`src/rtl/cache_pkg.sv`:
```
// Shared types and line geometry for the cache refill path.
// Latency: n/a (declarations only).
// Backpressure: n/a.
package cache_pkg;

  typedef enum logic [1:0] {
    ST_IDLE = 2'd0,
    ST_REQ  = 2'd1,
    ST_FILL = 2'd2,
    ST_DONE = 2'd3
  } refill_state_e;

  localparam int WORDS_PER_LINE  = 4;
  localparam int WORD_SEL_W      = 2;
  // Byte-offset bits that sit below the word index in an address.
  localparam int WORD_OFFSET_LSB = 2;

endpackage

```
`src/rtl/refill_wrap_cnt.sv`:
```
// Beat counter plus critical-word start offset; yields wrapped word index.
// Latency: index/flags are combinational from the counter flops; updates take 1 cycle.
// Backpressure: none, counts only when inc is asserted.
module refill_wrap_cnt
  import cache_pkg::*;
(
  input  logic                  clk,
  input  logic                  rst_n,
  input  logic                  clr,
  input  logic                  load,
  input  logic [WORD_SEL_W-1:0] start_in,
  input  logic                  inc,
  output logic [WORD_SEL_W-1:0] word_idx,
  output logic                  first,
  output logic                  last
);

  logic [WORD_SEL_W-1:0] start_q, start_d;
  logic [WORD_SEL_W-1:0] beat_q, beat_d;

  // Clear wins over load, load wins over increment.
  always_comb begin
    start_d = start_q;
    beat_d  = beat_q;
    if (clr) begin
      start_d = '0;
      beat_d  = '0;
    end else if (load) begin
      start_d = start_in;
      beat_d  = '0;
    end else if (inc) begin
      beat_d = beat_q + WORD_SEL_W'(1);
    end
  end

  // Counter state.
  always_ff @(posedge clk or negedge rst_n) begin
    if (!rst_n) begin
      start_q <= '0;
      beat_q  <= '0;
    end else begin
      start_q <= start_d;
      beat_q  <= beat_d;
    end
  end

  // Modulo-4 add gives the 3->0 wrap for free.
  assign word_idx = start_q + beat_q;
  assign first    = (beat_q == '0);
  assign last     = (beat_q == WORD_SEL_W'(WORDS_PER_LINE - 1));

endmodule

```
`src/rtl/cache_refill_ctrl.sv`:
```
// Critical-word-first 4-word line refill sequencer with early word forward.
// Latency: miss->mem_req 1 cycle; beat->array write 1 cycle; last beat->done 1 cycle.
// Backpressure: mem_req held until mem_ack; beats accepted whenever mem_rvalid, any gaps.
module cache_refill_ctrl
  import cache_pkg::*;
#(
  parameter int ADDR_WIDTH = 32,
  parameter int DATA_WIDTH = 32
) (
  input  logic                  clk,
  input  logic                  rst_n,
  input  logic                  miss_req,
  input  logic [ADDR_WIDTH-1:0] miss_addr,
  output logic                  mem_req,
  output logic [ADDR_WIDTH-1:0] mem_addr,
  input  logic                  mem_ack,
  input  logic                  mem_rvalid,
  input  logic [DATA_WIDTH-1:0] mem_rdata,
  output logic                  fill_we,
  output logic [WORD_SEL_W-1:0] fill_word_sel,
  output logic [DATA_WIDTH-1:0] fill_wdata,
  output logic                  crit_valid,
  output logic [DATA_WIDTH-1:0] crit_data,
  output logic                  tag_we,
  output logic                  busy,
  output logic                  done
);

  localparam logic [ADDR_WIDTH-1:0] WORD_MASK =
    ~ADDR_WIDTH'((1 << WORD_OFFSET_LSB) - 1);

  refill_state_e state_q, state_d;

  logic [ADDR_WIDTH-1:0] addr_q, addr_d;
  logic                  fill_we_q, fill_we_d;
  logic [WORD_SEL_W-1:0] fill_word_sel_q, fill_word_sel_d;
  logic [DATA_WIDTH-1:0] fill_wdata_q, fill_wdata_d;
  logic                  crit_valid_q, crit_valid_d;
  logic [DATA_WIDTH-1:0] crit_data_q, crit_data_d;
  logic                  tag_we_q, tag_we_d;

  logic                  start_miss;
  logic                  beat_acc;
  logic [WORD_SEL_W-1:0] word_idx;
  logic                  beat_first;
  logic                  beat_last;

  assign start_miss = (state_q == ST_IDLE) && miss_req;
  assign beat_acc   = (state_q == ST_FILL) && mem_rvalid;

  refill_wrap_cnt u_wrap_cnt (
    .clk      (clk),
    .rst_n    (rst_n),
    .clr      (state_q == ST_DONE),
    .load     (start_miss),
    .start_in (miss_addr[WORD_OFFSET_LSB +: WORD_SEL_W]),
    .inc      (beat_acc),
    .word_idx (word_idx),
    .first    (beat_first),
    .last     (beat_last)
  );

  // State and output registers.
  always_ff @(posedge clk or negedge rst_n) begin
    if (!rst_n) begin
      state_q         <= ST_IDLE;
      addr_q          <= '0;
      fill_we_q       <= 1'b0;
      fill_word_sel_q <= '0;
      fill_wdata_q    <= '0;
      crit_valid_q    <= 1'b0;
      crit_data_q     <= '0;
      tag_we_q        <= 1'b0;
    end else begin
      state_q         <= state_d;
      addr_q          <= addr_d;
      fill_we_q       <= fill_we_d;
      fill_word_sel_q <= fill_word_sel_d;
      fill_wdata_q    <= fill_wdata_d;
      crit_valid_q    <= crit_valid_d;
      crit_data_q     <= crit_data_d;
      tag_we_q        <= tag_we_d;
    end
  end

  // Next-state: stray ack/rvalid outside their states fall through untouched.
  always_comb begin
    state_d = state_q;
    unique case (state_q)
      ST_IDLE: if (miss_req) state_d = ST_REQ;
      ST_REQ:  if (mem_ack) state_d = ST_FILL;
      ST_FILL: if (beat_acc && beat_last) state_d = ST_DONE;
      ST_DONE: state_d = ST_IDLE;
      default: state_d = ST_IDLE;
    endcase
  end

  // Output decode; data outputs are zeroed whenever their strobe is low.
  always_comb begin
    addr_d          = start_miss ? miss_addr : addr_q;
    fill_we_d       = beat_acc;
    fill_word_sel_d = beat_acc ? word_idx : '0;
    fill_wdata_d    = beat_acc ? mem_rdata : '0;
    crit_valid_d    = beat_acc && beat_first;
    crit_data_d     = (beat_acc && beat_first) ? mem_rdata : '0;
    tag_we_d        = beat_acc && beat_last;
    mem_req         = (state_q == ST_REQ);
    busy            = (state_q != ST_IDLE);
  end

  assign mem_addr      = mem_req ? (addr_q & WORD_MASK) : '0;
  assign fill_we       = fill_we_q;
  assign fill_word_sel = fill_word_sel_q;
  assign fill_wdata    = fill_wdata_q;
  assign crit_valid    = crit_valid_q;
  assign crit_data     = crit_data_q;
  assign tag_we        = tag_we_q;
  assign done          = tag_we_q;

endmodule

```
`config.mk`:
```
export PLATFORM = sky130hd
export DESIGN_NAME = cache_refill_ctrl
export DESIGN_NICKNAME = d
export VERILOG_FILES = /design/src/rtl/cache_pkg.sv /design/src/rtl/refill_wrap_cnt.sv /design/src/rtl/cache_refill_ctrl.sv
export SDC_FILE = /design/constraint.sdc
export NUM_CORES = 1
export LEC_CHECK = 0
export CORE_MARGIN = 4
export CORE_UTILIZATION = 32
export DETAILED_ROUTE_END_ITERATION = 8
export SYNTH_ARGS = -nofsm -noshare
export SYNTH_HDL_FRONTEND = slang
export SYNTH_SLANG_ARGS = --single-unit
```
`constraint.sdc`:
```
create_clock -name clk -period 3.7 [get_ports clk]
set_input_delay 1.11 -clock clk [delete_from_list [all_inputs] [get_ports clk]]
set_output_delay 1.11 -clock clk [all_outputs]
set_load 0.02 [all_outputs]
```
==> results of run 1 <==
## cell families (layout without fill, tap and decap cells)
logic type               count (synthesis)  after routing  share of synthesized area [%]
flip-flops                             105            105                           64.4
buffers and inverters                   28            195                           4.48
AO/OA/AOI/OAI                            4              4                          0.859
other                                    1              2                         0.0919
adder cells (fa/ha/maj)                  7              7                           2.15
XOR/XNOR                                 3              3                          0.644
multiplexers                            30             30                           10.6
AND/OR/NAND/NOR                        113            113                           16.7
## worst max-delay path, cell delays in order, from the launching register on
cell and delay [ns]:
dfrtp_1 0.42, inv_1 0.09, ha_1 0.33, buf_4 0.26, and2_1 0.16, clkdlybuf4s50_1 0.61
## layout by cell type (no fill, tap or decap), drive strengths merged, types with 6 or more instances in the layout
master	n
and2	65
and3	35
buf	6
clkbuf	9
clkdlybuf4s50	167
dfrtp	105
ha	7
inv	11
mux2	29
nand2	10
## final timing paths
path                                 start  slack [ns]               end  depth (start not counted)
min in group asynchronous            rst_n        0.79     crit_data[15]                          1
worst min-delay path             addr_q[3]        0.50         addr_q[3]                          2
worst max register to register  state_q[0]        1.85         addr_q[4]                          4
worst min register to register   addr_q[3]        0.50         addr_q[3]                          2
worst max-delay path            state_q[1]        0.38       mem_addr[8]                          5
max in group asynchronous            rst_n        2.17  fill_word_sel[1]                          2
## sequential cells by signal (all words and copies together) (netlist names)
name and flops:
addr_q 30, done 1, fill_word_sel 2, fill_wdata 32, u_wrap_cnt.beat_q 2, crit_valid 1, u_wrap_cnt.start_q 2, fill_we 1
state_q 2, crit_data 32
## metal layers
layer  GRT usage (%)  share of wire (%)  vias up  routed length [um]
met3            2.66                5.7       19                 551
met4            6.30                2.6        0                 255
met5               0                  0        -                   0
met2            22.3                 51       89                4920
li1                -                  -     1262                   -
met1            16.2                 41     1281                3950
## area by class of cell
| type | instances | area, um^2 | area share [%] |
|---|---|---|---|
| timing repair buffer | 173 | 1730 | 28.1 |
| tap | 168 | 210 | 3.42 |
| clock buffer | 9 | 225 | 3.66 |
| multi-input combinational | 159 | 1270 | 20.7 |
| clock inverter | 7 | 58.8 | 0.957 |
| sequential | 105 | 2630 | 42.8 |
| inverter | 6 | 22.5 | 0.366 |
## power by group through the flow
stage	combinational (W)	clock, W	sequential (W)
after floorplan	0.000921	0	0.00174
after global placement	0.00170	0	0.00163
after detailed placement	0.00173	0	0.00163
after CTS	0.00173	0.000943	0.00162
after global routing	0.00183	0.000977	0.00165
final	0.00170	0.000911	0.00161
## per-stage QoR
step / hold WS [ns] / power [W] / cell area [um^2]
finish: 0.498 / 0.00422 / 6150
global route: 0.523 / 0.00446 / 6150
CTS: 0.508 / 0.00429 / 6150
detailed placement: 0.485 / 0.00336 / 5860
global placement: 0.488 / 0.00333 / 5860
floorplan: 0.438 / 0.00266 / 4080
==> flow_summary.yaml, run 1 <==
status:
  status: "complete, no violations"
floorplanning:
  ios: 173
  initial_utilization_pct: 33.3
  die_h_um: 121
  die_area_mm2: 0.0146
  fp.coreArea_mm2: 0.0123
  fp-row-count: 40
  die_w_um: 121
yosys:
  syn-cell-area_mm2: 0.00408
  ys_seq_area_share_pct: 64.4
  synthTopCellsByArea: "dfrtp_1 (64%), and2_1 (9.7%), mux2_4 (9.6%), and3_1 (5.4%), ha_1 (2.1%)"
  async_reset_ff_share_pct: 100
  ys_ff_latch: 105
  synth_edf_count: 0
  synth_common_cells: "dfrtp_1 (105), and2_1 (63), and3_1 (35)"
  synth.most_common_cell: "dfrtp_1"
  synth_warnings: 0
  synth_top_area_cell: "dfrtp_1"
  synth_cells: 291
  synth_flop_cell: "dfrtp_1"
  ys_types: 23
  syn_area_per_cell_um2: 14.0
  synth_top_area_share_pct: 64.4
worst_setup_path:
  arrival_ns: 2.21
  path_class: "flop to output port"
  cp_max_fo: 22
  worst_ep_required_time_ns: 2.59
  endpoint_kind: "output port"
  cp-start-kind: "flop"
cells_and_area:
  stdcell_count: 627
  drive_gt1_share_pct: 11.5
  nets: 530
  area_delta_synth_final_pct: 50.7
  fillers: 1056
  fin_util_pct: 50.1
  diodes: 0
global_route:
  grt_pass1_vias: 2802
  antenna_found_initial: 0
  grt-ovfl-total: 0
  track_usage_pct: 13.2
  grt_max_degree: 56
  grt_pass1_wl_mm: 15.1
timing:
  rsz0062_at_grt: "no"
  period_minus_slack_ns: 3.32
  tns_ns: 0
  slew_violations: 0
  maxClockFrequency_ghz: 0.302
  worst_slew_pin_slew_ns: 0.655
  hold_viol: 0
  fin_ws_ns: 0.384
  fin_crit_sh_pct: 89.6
  skew_ns: 0.0131
  finalSetupViolCount: 0
  slew_headroom_pct: 56.4
pwr:
  p_clk_share_pct: 21.6
  p_leak_nw: 2.88
  power_density_mw_per_mm2: 687
  combPwrFrac_pct: 40.3
  max-vdd-ir-drop_mv: 0.317
  swShare_pct: 32.6
  internal_power_w: 0.00285
  seqPwrFrac_pct: 38.1
  power.switching_w: 0.00138
drt:
  avgViaCountPerCell: 4.23
  drtAntennaViolNets: 0
  via_count: 2651
  drtIter0Drc: 110
  drc_errors: 0
  wl_per_cell_um: 15.4
  drt_wl_total_mm: 9.67
  drt_first_pass_iters: 4
cts:
  numCtsBuffers: 9
  cts_resized: 0
  h-tree-depth: 3
  cts_tree: "yes"
  clock_sinks: 105
  post-cts-setup-buffers: 0
  cts_hold_buf: 0
  cts-root-buf: "clkbuf_16"
  clock_latency_ns: 0.34
  clkTransAtPathRegs_ns: 0.08
  cts_buffer_depth: 2
place:
  portBuffers: 168
  dp_slack_ns: 0.724
  hpwl_mm: 7.10
  placedCellCount: 611
  gp_congestion: 0.789
flow_run:
  maxCapViolCount: 0
worst_hold_path:
  holdCritPathClass: "flop to flop"
Power figures use the tool's default switching activity.
==> inputs of run 2 (changes only) <==
--- a/config.mk
+++ b/config.mk
@@ -8,6 +8,7 @@
 export CORE_MARGIN = 4
 export CORE_UTILIZATION = 32
 export DETAILED_ROUTE_END_ITERATION = 8
+export SETUP_SLACK_MARGIN = 0.15
 export SYNTH_ARGS = -nofsm -noshare
 export SYNTH_HDL_FRONTEND = slang
 export SYNTH_SLANG_ARGS = --single-unit
==> results of run 2 <==
Final layout, timing and power as in run 1 (identical DEF).
==> inputs of run 3 (changes only) <==
--- a/config.mk
+++ b/config.mk
@@ -7,6 +7,7 @@
 export LEC_CHECK = 0
 export CORE_MARGIN = 4
 export CORE_UTILIZATION = 32
+export CTS_BUF_LIST = sky130_fd_sc_hd__clkbuf_2 sky130_fd_sc_hd__clkbuf_4 sky130_fd_sc_hd__clkbuf_8
 export DETAILED_ROUTE_END_ITERATION = 8
 export SETUP_SLACK_MARGIN = 0.15
 export SYNTH_ARGS = -nofsm -noshare
==> run 3 against run 2 <==
Net effect: sequential power about the same; combinational power barely moved; wire length about the same; die area stayed put; final cell count is the same; final area down 1.6%; maximum frequency decreased by 0.62%; sequential cell count did not move; clock power is 26% lower; count of clock-buffer cells in the layout unchanged; register-to-register slack barely moved; critical path depth did not move; critical path type unchanged; critical endpoint unchanged; largest cell class unchanged; largest power group unchanged.
==> flow_summary.yaml, run 3 (synthesis results as in run 1) <==
status:
  status: "complete, no violations"
cts:
  cts_hold_buf: 0
  cts_tree: "yes"
  clkTransAtPathRegs_ns: 0.11
  cts_resized: 0
  cts-root-buf: "clkbuf_8"
  cts_buffer_depth: 2
  post-cts-setup-buffers: 0
  clock_latency_ns: 0.36
  h-tree-depth: 3
  clock_sinks: 105
  numCtsBuffers: 9
timing:
  finalSetupViolCount: 0
  skew_ns: 0.0174
  slew_violations: 0
  maxClockFrequency_ghz: 0.300
  rsz0062_at_grt: "no"
  fin_hold_ws_ns: 0.505
  fin_crit_sh_pct: 90.2
  tns_ns: 0
  period_minus_slack_ns: 3.34
  worst_slew_pin_slew_ns: 0.650
  slew_headroom_pct: 56.6
  hold_viol: 0
global_route:
  antenna_found_initial: 0
  grt-ovfl-total: 0
  grt_pass1_wl_mm: 15.0
  grt_pass1_vias: 2810
  grt_max_degree: 56
  track_usage_pct: 13.1
worst_hold_path:
  holdCritPathClass: "flop to flop"
  min_path_cells: 2
cells_and_area:
  nets: 530
  stdcell_area_mm2: 0.00604
  diodes: 0
  multi_input_area_mm2: 0.00127
  stdcell_count: 627
  area_delta_synth_final_pct: 48.2
  fin_util_pct: 49.3
  fillers: 1071
  layout.cells.most_common: "clkdlybuf4s50_1"
  mostFrequentLayoutCells: "clkdlybuf4s50_1 (167), dfrtp_1 (105), and2_1 (63)"
  drive_gt1_share_pct: 11.5
  ff_latch_area_mm2: 0.00263
place:
  hpwl_mm: 7.10
  postPlaceCellArea_mm2: 0.00586
  placedCellCount: 611
  gp_congestion: 0.789
  portBuffers: 168
floorplanning:
  fp-row-count: 40
  ios: 173
  die_h_um: 121
  die_w_um: 121
  die_area_mm2: 0.0146
  fp.coreArea_mm2: 0.0123
  initial_utilization_pct: 33.3
drt:
  via_count: 2664
  avgViaCountPerCell: 4.25
  drt_first_pass_iters: 4
  drt_wl_total_mm: 9.68
  drtAntennaViolNets: 0
  wl_per_cell_um: 15.4
  drtIter0Drc: 121
  drc_errors: 0
pwr:
  max-vdd-ir-drop_mv: 0.317
  power_density_mw_per_mm2: 659
  p_leak_nw: 2.84
worst_setup_path:
  worstSetupStartpoint: "state_q[1]"
  critPathSlowestCell: "clkdlybuf4s50_1"
  endpoint_kind: "output port"
  r2r_start: "state_q[0]"
  path_class: "flop to output port"
  worst_ep_required_time_ns: 2.59
  path_cells: "inv_1, ha_1, buf_4, and2_1, clkdlybuf4s50_1"
  cp-start-kind: "flop"
  critPathMaxStageDelay_ns: 0.61
  reg2regPathDepth: 4
  r2r_setup_slack_ns: 1.85
  arrival_ns: 2.23
  cp_max_fo: 22
  worstSetupEndpoint: "mem_addr[8]"
  rr_endpoint: "addr_q[4]"
flow_run:
  maxCapViolCount: 0
[run 3: cell types whose count changed in the layout (fill, tap and decap cells not counted)]
cell	previous run	this run
clkbuf_8	0	9
clkbuf_16	9	0
[run 3: worst min-delay path by stage]
stage | slack (ns) | to | startpoint
2_1_floorplan | 0.44 | addr_q[2] | addr_q[2]
3_3_place_gp | 0.49 | addr_q[20] | addr_q[20]
3_5_place_dp | 0.49 | addr_q[27] | addr_q[27]
4_1_cts | 0.52 | addr_q[3] | addr_q[3]
5_1_grt | 0.53 | addr_q[3] | addr_q[3]
6_report | 0.50 | addr_q[3] | addr_q[3]
[run 3: worst max-delay path, delay by kind of cell (launching register included)]
kind / cells / cell delay [ns]
adders and majority gates: 1 / 0.33
buffers and inverters: 3 / 0.96
DFF: 1 / 0.42
and+or+nand+nor: 1 / 0.16
[run 3: stage by stage]
step | power, W | setup WS (ns)
after global routing | 0.00421 | 0.208
after detailed placement | 0.00336 | 0.724
after global placement | 0.00333 | 0.756
after floorplan | 0.00266 | 1.34
final | 0.00398 | 0.364
after CTS | 0.00405 | 0.313
[run 3: cell type report]
type / instances / area share (%)
sequential: 105 / 43.5
timing repair buffer: 173 / 28.6
multi-input combinational: 159 / 21.1
tap: 168 / 3.48
clock buffer: 9 / 2.05
clock inverter: 7 / 0.973
inverter: 6 / 0.373
[run 3: per-layer routing]
layer	track usage (%)	vias to the layer above	routed length, um
met1	15.9	1300	3920
li1	-	1261	-
met2	22.5	87	4980
met3	2.66	16	566
met4	5.45	0	215
met5	0	-	0
[run 3: power breakdown]
part / leakage, nW / total [W] / switching, W / internal (W)
registers: 1.38 / 0.00161 / 0.000150 / 0.00146
logic: 1.36 / 0.00170 / 0.000788 / 0.000915
clock network: 0.0982 / 0.000672 / 0.000412 / 0.000260
